==> src/rtl/soc_new_cpu_oci_dct_pkg.sv <==
`default_nettype none
// ============================================================================
// Module   : soc_new_cpu_oci_dct_pkg
// Purpose  : Shared constants and state encoding for the OCI data-trace
//            compression (DCT) packer.
// Contents : DCT_SYM_W, DCT_DEPTH, DCT_BUF_W, DCT_CNT_W, dct_state_t
// Revision : 1.0 - initial release
// ============================================================================
package soc_new_cpu_oci_dct_pkg;

  localparam int DCT_SYM_W = 2;
  localparam int DCT_DEPTH = 15;
  localparam int DCT_BUF_W = DCT_SYM_W * DCT_DEPTH;
  localparam int DCT_CNT_W = 4;

  typedef enum logic [1:0] {
    FILL  = 2'd0,
    EMIT  = 2'd1,
    ENDED = 2'd2
  } dct_state_t;

endpackage
`default_nettype wire

==> src/rtl/soc_new_cpu_oci_dct_shift.sv <==
`default_nettype none
// ============================================================================
// Module   : soc_new_cpu_oci_dct_shift
// Purpose  : Packing buffer and symbol count for the DCT packer. Each load
//            writes the symbol into the slot indexed by the current count and
//            increments the count; clear empties the frame.
// Ports    : clk, reset_n      - clock, async active-low reset
//            load, symbol      - append one symbol
//            clear             - discard buffer and count
//            buffer, count     - live frame contents
// Revision : 1.0 - initial release
// ============================================================================
module soc_new_cpu_oci_dct_shift
  import soc_new_cpu_oci_dct_pkg::*;
#(
  parameter int SYM_W = DCT_SYM_W,
  parameter int DEPTH = DCT_DEPTH,
  parameter int BUF_W = DCT_BUF_W,
  parameter int CNT_W = DCT_CNT_W
) (
  input  logic             clk,
  input  logic             reset_n,
  input  logic             load,
  input  logic             clear,
  input  logic [SYM_W-1:0] symbol,
  output logic [BUF_W-1:0] buffer,
  output logic [CNT_W-1:0] count
);

  // The sequencer only loads while the count is below DEPTH, so the slot
  // index never runs past the buffer; untouched slots stay zero because
  // every clear wipes the whole buffer.
  always_ff @(posedge clk or negedge reset_n) begin
    if (!reset_n) begin
      buffer <= '0;
      count  <= '0;
    end else if (clear) begin
      buffer <= '0;
      count  <= '0;
    end else if (load) begin
      buffer[SYM_W*count +: SYM_W] <= symbol;
      count                        <= count + CNT_W'(1);
    end
  end

endmodule
`default_nettype wire

==> src/rtl/soc_new_cpu_oci_dct_packer.sv <==
`default_nettype none
// ============================================================================
// Module   : soc_new_cpu_oci_dct_packer
// Purpose  : Sequencer for the Nios II OCI data-trace compression path.
//            Packs up to DEPTH trace symbols into a frame, hands full or
//            flushed frames to the trace FIFO over valid/ready, and drains
//            the partial frame at end of test before raising test_has_ended.
// Ports    : clk, reset_n                 - clock, async active-low reset
//            sym_valid/sym_data/sym_ready - trace symbol input
//            flush_req                    - emit partial frame request
//            test_ending                  - end-of-test request (latched)
//            frm_valid/frm_ready          - frame handshake to FIFO
//            frm_buffer/frm_count         - frame payload and symbol count
//            dct_buffer/dct_count         - live packing state
//            test_has_ended               - drain complete, sticky
//            drop_count                   - rejected-symbol counter
// Options  : SOC_NEW_DCT_DROP_COUNTER_EN enables the drop_count register;
//            otherwise drop_count reads 0.
// Revision : 1.0 - initial release
// ============================================================================
module soc_new_cpu_oci_dct_packer
  import soc_new_cpu_oci_dct_pkg::*;
#(
  parameter int SYM_W = DCT_SYM_W,
  parameter int DEPTH = DCT_DEPTH,
  parameter int BUF_W = DCT_BUF_W,
  parameter int CNT_W = DCT_CNT_W
) (
  input  logic             clk,
  input  logic             reset_n,
  input  logic             sym_valid,
  input  logic [SYM_W-1:0] sym_data,
  output logic             sym_ready,
  input  logic             flush_req,
  input  logic             test_ending,
  output logic             frm_valid,
  input  logic             frm_ready,
  output logic [BUF_W-1:0] frm_buffer,
  output logic [CNT_W-1:0] frm_count,
  output logic [BUF_W-1:0] dct_buffer,
  output logic [CNT_W-1:0] dct_count,
  output logic             test_has_ended,
  output logic [15:0]      drop_count
);

  dct_state_t       state;
  dct_state_t       state_nxt;
  logic             ending;
  logic             accept;
  logic             load;
  logic             clear;
  logic [CNT_W-1:0] cnt_after;

  soc_new_cpu_oci_dct_shift #(
    .SYM_W (SYM_W),
    .DEPTH (DEPTH),
    .BUF_W (BUF_W),
    .CNT_W (CNT_W)
  ) u_shift (
    .clk     (clk),
    .reset_n (reset_n),
    .load    (load),
    .clear   (clear),
    .symbol  (sym_data),
    .buffer  (dct_buffer),
    .count   (dct_count)
  );

  assign accept = sym_valid && sym_ready;
  // Count as it will be after this cycle's accept, so a symbol arriving with
  // a flush or the DEPTH-th symbol is folded into the emitted frame.
  assign cnt_after = dct_count + CNT_W'(accept);

  always_ff @(posedge clk or negedge reset_n) begin
    if (!reset_n) begin
      state  <= FILL;
      ending <= 1'b0;
    end else begin
      state <= state_nxt;
      if (test_ending) begin
        ending <= 1'b1;
      end
    end
  end

  always_comb begin
    state_nxt = state;
    sym_ready = 1'b0;
    frm_valid = 1'b0;
    load      = 1'b0;
    clear     = 1'b0;
    case (state)
      FILL: begin
        sym_ready = 1'b1;
        load      = accept;
        if (cnt_after == CNT_W'(DEPTH)) begin
          state_nxt = EMIT;
        end else if (cnt_after != '0 && (flush_req || ending)) begin
          state_nxt = EMIT;
        end else if (cnt_after == '0 && ending) begin
          state_nxt = ENDED;
        end
      end
      EMIT: begin
        frm_valid = 1'b1;
        if (frm_ready) begin
          clear     = 1'b1;
          state_nxt = ending ? ENDED : FILL;
        end
      end
      ENDED: begin
        state_nxt = ENDED;
      end
      default: begin
        state_nxt = FILL;
      end
    endcase
  end

  // The live buffer cannot change outside FILL, so it doubles as the
  // held frame payload while frm_valid is high.
  assign frm_buffer     = dct_buffer;
  assign frm_count      = dct_count;
  assign test_has_ended = (state == ENDED);

`ifdef SOC_NEW_DCT_DROP_COUNTER_EN
  logic [15:0] drop_q;

  always_ff @(posedge clk or negedge reset_n) begin
    if (!reset_n) begin
      drop_q <= '0;
    end else if (sym_valid && !sym_ready && drop_q != 16'hFFFF) begin
      drop_q <= drop_q + 16'd1;
    end
  end

  assign drop_count = drop_q;
`else
  assign drop_count = '0;
`endif

endmodule
`default_nettype wire
==> config.mk <==
export PLATFORM = sky130hd
export DESIGN_NAME = soc_new_cpu_oci_dct_packer
export DESIGN_NICKNAME = d
export VERILOG_FILES = /design/src/rtl/soc_new_cpu_oci_dct_pkg.sv /design/src/rtl/soc_new_cpu_oci_dct_shift.sv /design/src/rtl/soc_new_cpu_oci_dct_packer.sv
export SDC_FILE = /design/constraint.sdc
export NUM_CORES = 1
export LEC_CHECK = 0
export ABC_AREA = 1
export ABC_CLOCK_PERIOD_IN_PS = 3700
export BUFFER_PORTS_ARGS = -buffer_cell sky130_fd_sc_hd__buf_4
export CAP_MARGIN = 20
export CORE_ASPECT_RATIO = 0.6
export CORE_MARGIN = 2
export CORE_UTILIZATION = 30
export CTS_CLUSTER_SIZE = 16
export DETAILED_ROUTE_END_ITERATION = 16
export PLACE_DENSITY = 0.57
export SETUP_SLACK_MARGIN = 0.4
export SKIP_LAST_GASP = 1
export SLEW_MARGIN = 0
export SYNTH_ARGS = -nofsm -noshare
export SYNTH_HDL_FRONTEND = slang
export SYNTH_SLANG_ARGS = --single-unit
==> constraint.sdc <==
create_clock -name clk -period 3.7 [get_ports clk]
set_input_delay 0 -clock clk [delete_from_list [all_inputs] [get_ports clk]]
set_output_delay 0 -clock clk [all_outputs]
set_load 0.01 [all_outputs]
==> impl_metrics.yaml, run 1 <==
worst_setup_path:
  worstSetupEndpointType: "flip-flop"
  worstPathMaxFanout: 21
  crit_path_start_kind: "flip-flop"
  crit_arrival_ns: 3.01
  crit_required_ns: 3.89
  criticalPathCategory: "flip-flop to flip-flop"
cells_and_area:
  syn2layout_area_growth_pct: 19.8
  drive_gt1_share_pct: 29.2
  multi_input_area_sq_mm: 0.00119
  post-route-util_pct: 36.6
  nNetsFinal: 380
  final_cell_mix: "buf_4 (78), nand2_1 (69), nand3_1 (39)"
  regArea_sq_um: 926
  fill_cells: 883
  diodes: 0
  final_common_cell: "buf_4"
timing:
  setup_viol: 0
  fmaxAchievable_mhz: 355
  maxSlewViolCount: 0
  hold_viol: 0
  fin_skew_ns: 0.00604
  setup_tns_ns: 0
  tightest_slew_ns: 1.01
  fin_crit_ns: 2.82
  rsz0062_at_grt: "false"
  period_share_pct: 76.1
  maxSlewHeadroom_pct: 32.4
logic_synthesis:
  synth_cells: 321
  synth_top_family_by_area: "simple AND/OR/NAND/NOR gates"
  synth_seq_area_share_pct: 36.1
  syn_area_per_cell_sq_um: 7.98
  muxShareOfSynthArea_pct: 0
  synth_edf_count: 0
  async_flop_share_pct: 100
  synth_compound_area_share_pct: 7.76
  synthTopCellsByArea: "dfrtp_1 (36%), buf_4 (15%), nand2_1 (10%), nand3_1 (7.6%), ha_1 (3.4%)"
  yosysTopAreaCell: "dfrtp_1"
  synth_cell_type_count: 38
  syn_area_sq_mm: 0.00256
  synth_seq_cells: 37
  synth_top_area_share_pct: 36.1
  synth_simple_gate_area_share_pct: 31.4
  synth-adder-area-share_pct: 3.42
  synth-main-ff-cell: "dfrtp_1"
  yosysWarnings: 0
  synth_xor_area_share_pct: 1.32
floorplan:
  initial_core_util_pct: 30.5
  io_pins: 95
  fp.dieArea_sq_mm: 0.00932
  core_area_sq_mm: 0.00839
  die_w_um: 123
  rows: 26
  die_h_um: 75.6
routing:
  wirelength_um: 6280
  remaining_drc_errors: 0
  ant_nets: 0
  drt_iter0_drc: 143
  viasPerCell: 4.50
  wire_per_inst_um: 13.1
  first_pass_iters: 4
  vias: 2149
job:
  drv_cap: 0
clock_tree:
  cts.path.max_buffers: 2
  clkTransAtPathRegs_ns: 0.06
  post_cts_resized: 0
  insertion_delay_ns: 0.28
  ctsHtreeMaxLevel: 2
  cts_tree: "yes"
  cts_sinks: 37
  cts_buffers: 5
  clockRootBuffer: "clkbuf_16"
global_routing:
  grt_start_max_net_pins: 38
  grt_pass1_wl_um: 10000
  grt_antenna_before_repair: 0
  grt_remaining_overflow: 0
  grt_pass1_vias: 1930
  grt_usage_pct: 14.1
pwr:
  power_leakage_nw: 1.58
  ir_drop_mv: 0.257
  power_density_mw_per_mm2: 727
placement:
  io_buffers: 78
  gp_congestion: 0.907
  dpl.hpwl_um: 4930
outcome:
  status: "complete, no violations"
worst_hold_path:
  hold_path.class: "primary input to flip-flop"
==> worst max-delay path: stages (launching register included) <==
cell and delay [ns]:
dfrtp_1 0.62, inv_1 0.20, ha_1 0.31, xnor2_2 0.79, inv_1 0.25, nand2_1 0.16
nor2_1 0.07, a21oi_1 0.18, nand2_1 0.07, o21ai_0 0.08
==> state kept, by name, summed over array words and instances, names as in the netlist <==
name            flops
ending              1
u_shift.count       4
state               2
u_shift.buffer     30
==> layer usage <==
layer / routed length [um] / global-route usage, % / vias to the layer above / part of all wire [%]
met5: 0 / 0 / - / 0
met3: 482 / 4.04 / 6 / 7.7
met2: 2430 / 19.0 / 82 / 39
li1: - / - / 1085 / -
met1: 3320 / 21.9 / 976 / 53
met4: 36 / 3.41 / 0 / 0.57
==> cells in the mapped netlist, drive strengths merged (2+ instances only) <==
library cell	number
or2	2
ha	7
o21ai	15
o2111ai	2
xnor2	2
nor3	7
nand2	75
nand4	6
nor2	29
inv	20
buf	58
nand3	41
a21oi	9
o31ai	4
dfrtp	37
==> stage by stage <==
stage | worst slack, ns | cell area [sq um] | instances | hold WS (ns) | total power, mW
final | 0.884 | 3070 | 478 | 0.00817 | 2.23
after global routing | 0.497 | 3070 | 478 | 0.0168 | 2.42
after CTS | 0.897 | 3070 | 478 | 0.00535 | 2.24
after detailed placement | 0.941 | 2910 | 468 | 0.000446 | 1.83
after global placement | 1.10 | 2910 | 468 | -0.00910 | 1.81
after floorplan | 1.73 | 2620 | 336 | -0.296 | 1.54
==> cells by family (layout without fill, tap and decap cells) <==
| logic type | after synthesis | after routing |
|---|---|---|
| flops | 37 | 37 |
| simple gates | 162 | 162 |
| buf+inv | 78 | 108 |
| fa+ha+maj | 7 | 7 |
| xor+xnor | 3 | 3 |
| other cells | 1 | 16 |
| compound gates | 33 | 33 |
==> area by class of cell <==
| cell class | instances | area share (%) |
|---|---|---|
| multi-input combinational | 221 | 38.6 |
| sequential | 37 | 30.2 |
| timing repair buffer | 80 | 19.7 |
| tap | 112 | 4.57 |
| clock buffer | 8 | 4.44 |
| inverter | 20 | 2.45 |
==> path summary, 6_finish.rpt <==
| kind | slack, ns | cells past startpoint | start | end |
|---|---|---|---|---|
| min reg2reg | 0.52 | 2 | u_shift.buffer[0]$_DFFE_PN0P_ | u_shift.buffer[0]$_DFFE_PN0P_ |
| min in group asynchronous | 0.22 | 2 | reset_n | u_shift.buffer[22]$_DFFE_PN0P_ |
| max in group asynchronous | 3.13 | 2 | reset_n | u_shift.buffer[16]$_DFFE_PN0P_ |
| max reg2reg | 0.88 | 9 | u_shift.count[0]$_DFFE_PN0P_ | u_shift.buffer[27]$_DFFE_PN0P_ |
| max | 0.88 | 9 | u_shift.count[0]$_DFFE_PN0P_ | u_shift.buffer[27]$_DFFE_PN0P_ |
| min | 0.008 | 3 | frm_ready | state[0]$_DFFE_PN0P_ |
==> where the power goes <==
| group | internal (mW) | total, mW | switching (mW) |
|---|---|---|---|
| combinational | 0.403 | 1.27 | 0.865 |
| clock | 0.250 | 0.401 | 0.151 |
| sequential | 0.465 | 0.563 | 0.0978 |
==> timing repair <==
| action | CTS | global route |
|---|---|---|
| hold buffers | 2 | 0 |
| setup buffers | 0 | 0 |
| endpoints found under the hold margin | 38 | 0 |
Note: power is estimated with default switching activity, not from simulation.
==> run 2, diff against run 1 <==
Settings changed: ABC_CLOCK_PERIOD_IN_PS 3700 to 2720.
Clock period 3.7 ns to 2.72 ns, I/O delays scaled along.
==> impl_metrics.yaml, run 2 (synthesized netlist as in run 1, its figures left out) <==
outcome:
  status: "complete, no violations"
clock_tree:
  cts_tree: "yes"
  post-cts-setup-buffers: 0
  cts_buffers: 5
  insertion_delay_ns: 0.28
  cts_sinks: 37
  cts.path.max_buffers: 2
  clkTransAtPathRegs_ns: 0.06
  clockRootBuffer: "clkbuf_16"
  ctsHtreeMaxLevel: 2
worst_setup_path:
  worstSetupEndpointType: "flip-flop"
  r2r_slack_ns: 0.55
  rr_endpoint: "u_shift.buffer[5]$_DFFE_PN0P_"
  crit_path_start_kind: "flip-flop"
  cpMostUsedCell: "inv_1"
  cp_slowest_stage_delay_ns: 0.51
  critPathLaunch: "u_shift.count[1]$_DFFE_PN0P_"
  worstPathMaxFanout: 8
  criticalPathCategory: "flip-flop to flip-flop"
  worst_r2r_path_depth: 8
  r2r-start: "u_shift.count[1]$_DFFE_PN0P_"
  crit_required_ns: 2.93
  crit_end: "u_shift.buffer[5]$_DFFE_PN0P_"
  crit_arrival_ns: 2.38
  path_cells: "inv_1, ha_1, inv_1, nor2_4, nand2_2, nor2_1, nand3_1, nand2_1"
  critical-path-slowest-cell: "ha_1"
routing:
  remaining_drc_errors: 0
  viasPerCell: 4.68
  wirelength_um: 6680
  first_pass_iters: 5
  wire_per_inst_um: 13.9
  ant_nets: 0
  vias: 2247
  drt_iter0_drc: 266
floorplan:
  rows: 26
  initial_core_util_pct: 30.5
  core_area_sq_mm: 0.00839
  io_pins: 95
  die_h_um: 75.6
  fp.dieArea_sq_mm: 0.00932
  die_w_um: 123
timing:
  period_share_pct: 79.7
  rsz0062_at_grt: "false"
  setup_tns_ns: 0
  setup_viol: 0
  fin_crit_ns: 2.17
  hold_viol: 0
  fin_skew_ns: 0.00849
  maxSlewViolCount: 0
  fmaxAchievable_mhz: 461
cells_and_area:
  drive_gt1_share_pct: 31.0
  final_common_cell: "buf_4"
  reg.largest.list: "u_shift.buffer (30), u_shift.count (4), state (2)"
  final_cell_area_sq_mm: 0.00312
  regMostFlops: "u_shift.buffer"
  final_cell_mix: "buf_4 (81), nand2_1 (69), nand3_1 (39)"
  largest_reg_flops: 30
  diodes: 0
  syn2layout_area_growth_pct: 21.7
  nNetsFinal: 383
global_routing:
  grt_start_max_net_pins: 38
  grt_pass1_vias: 1985
  grt_usage_pct: 15.1
  grt_pass1_wl_um: 10700
  grt_antenna_before_repair: 0
  grt_remaining_overflow: 0
job:
  drv_cap: 0
placement:
  dpl.hpwl_um: 5190
  io_buffers: 78
  gp_congestion: 0.890
  placed_area_sq_mm: 0.00294
pwr:
  switching_share_pct: 49.4
  p_sw_mw: 1.57
  internal-power_mw: 1.61
  power_density_mw_per_mm2: 1020
  pwr-share-clk_pct: 17.9
  power_leakage_nw: 1.60
  seq_power_share_pct: 23.7
  ir_drop_mv: 0.410
  comb_power_share_pct: 58.4
worst_hold_path:
  hold_path.class: "primary input to flip-flop"
==> run 2: cell count changes in the layout (fill, tap and decap cells not counted) <==
cell and change:
buf_4 +3, clkbuf_1 -2, nor2_1 -2, nor2_2 +2, clkbuf_8 +1, nor3_1 -1, nor3_2 +1, xnor2_2 -1
xnor2_4 +1
==> run 2: final cells by class <==
type	count	area, sq um
Clock buffer	7	143
Fill cell	861	5270
Inverter	20	75.1
Multi-Input combinational cell	221	1210
Sequential cell	37	926
Tap cell	112	140
Timing Repair Buffer	83	628
==> run 2: repair_timing <==
action                                 4_1_cts  5_1_grt
resized for setup                            0        4
setup endpoints to repair                    0       11
endpoints found under the hold margin       38        0
hold buffers                                 2        0
==> run 2: power by group through the flow <==
stage	clock, mW	sequential, mW	combinational [mW]
5_1_grt	0.609	0.771	2.05
3_5_place_dp	0	0.759	1.79
3_3_place_gp	0	0.752	1.77
2_1_floorplan	0	0.757	1.34
6_report	0.569	0.754	1.86
4_1_cts	0.580	0.749	1.81
==> run 2: how the worst min path moves through the flow <==
stage          startpoint                              to  slack [ns]  depth (start not counted)
3_3_place_gp      reset_n  u_shift.buffer[22]$_DFFE_PN0P_      -0.003                          1
5_1_grt         frm_ready            state[0]$_DFFE_PN0P_        0.02                          3
2_1_floorplan     reset_n              ending$_DFFE_PN0P_       -0.30                          0
6_report        frm_ready            state[0]$_DFFE_PN0P_       0.005                          3
3_5_place_dp      reset_n  u_shift.buffer[22]$_DFFE_PN0P_       0.002                          1
4_1_cts         frm_ready            state[0]$_DFFE_PN0P_        0.01                          3
==> run 2: critical path, delay by kind of cell, from the launching register on <==
family / cells / cell delay, ns
buf+inv: 2 / 0.41
simple gates: 5 / 0.68
fa+ha+maj: 1 / 0.51
flops: 1 / 0.50
==> run 2: layer usage <==
| metal | vias to the layer above | global-route usage, % | wire, um |
|---|---|---|---|
| met1 | 1030 | 23.7 | 3390 |
| met3 | 9 | 3.97 | 648 |
| met5 | - | 0 | 0 |
| met2 | 119 | 20.9 | 2610 |
| met4 | 0 | 2.27 | 34 |
| li1 | 1089 | - | - |
==> run 2: metrics by stage <==
| step | hold slack [ns] | total power, mW | cells | setup slack (ns) | utilization [%] |
|---|---|---|---|---|---|
| 5_1_grt | 0.0171 | 3.43 | 480 | 0.391 | 37.2 |
| 2_1_floorplan | -0.296 | 2.10 | 336 | 0.745 | - |
| 4_1_cts | 0.0104 | 3.14 | 480 | 0.520 | 36.9 |
| 3_3_place_gp | -0.00329 | 2.53 | 471 | 0.548 | 35.0 |
| 6_report | 0.00497 | 3.18 | 480 | 0.553 | 37.2 |
| 3_5_place_dp | 0.00158 | 2.55 | 471 | 0.534 | 35.0 |
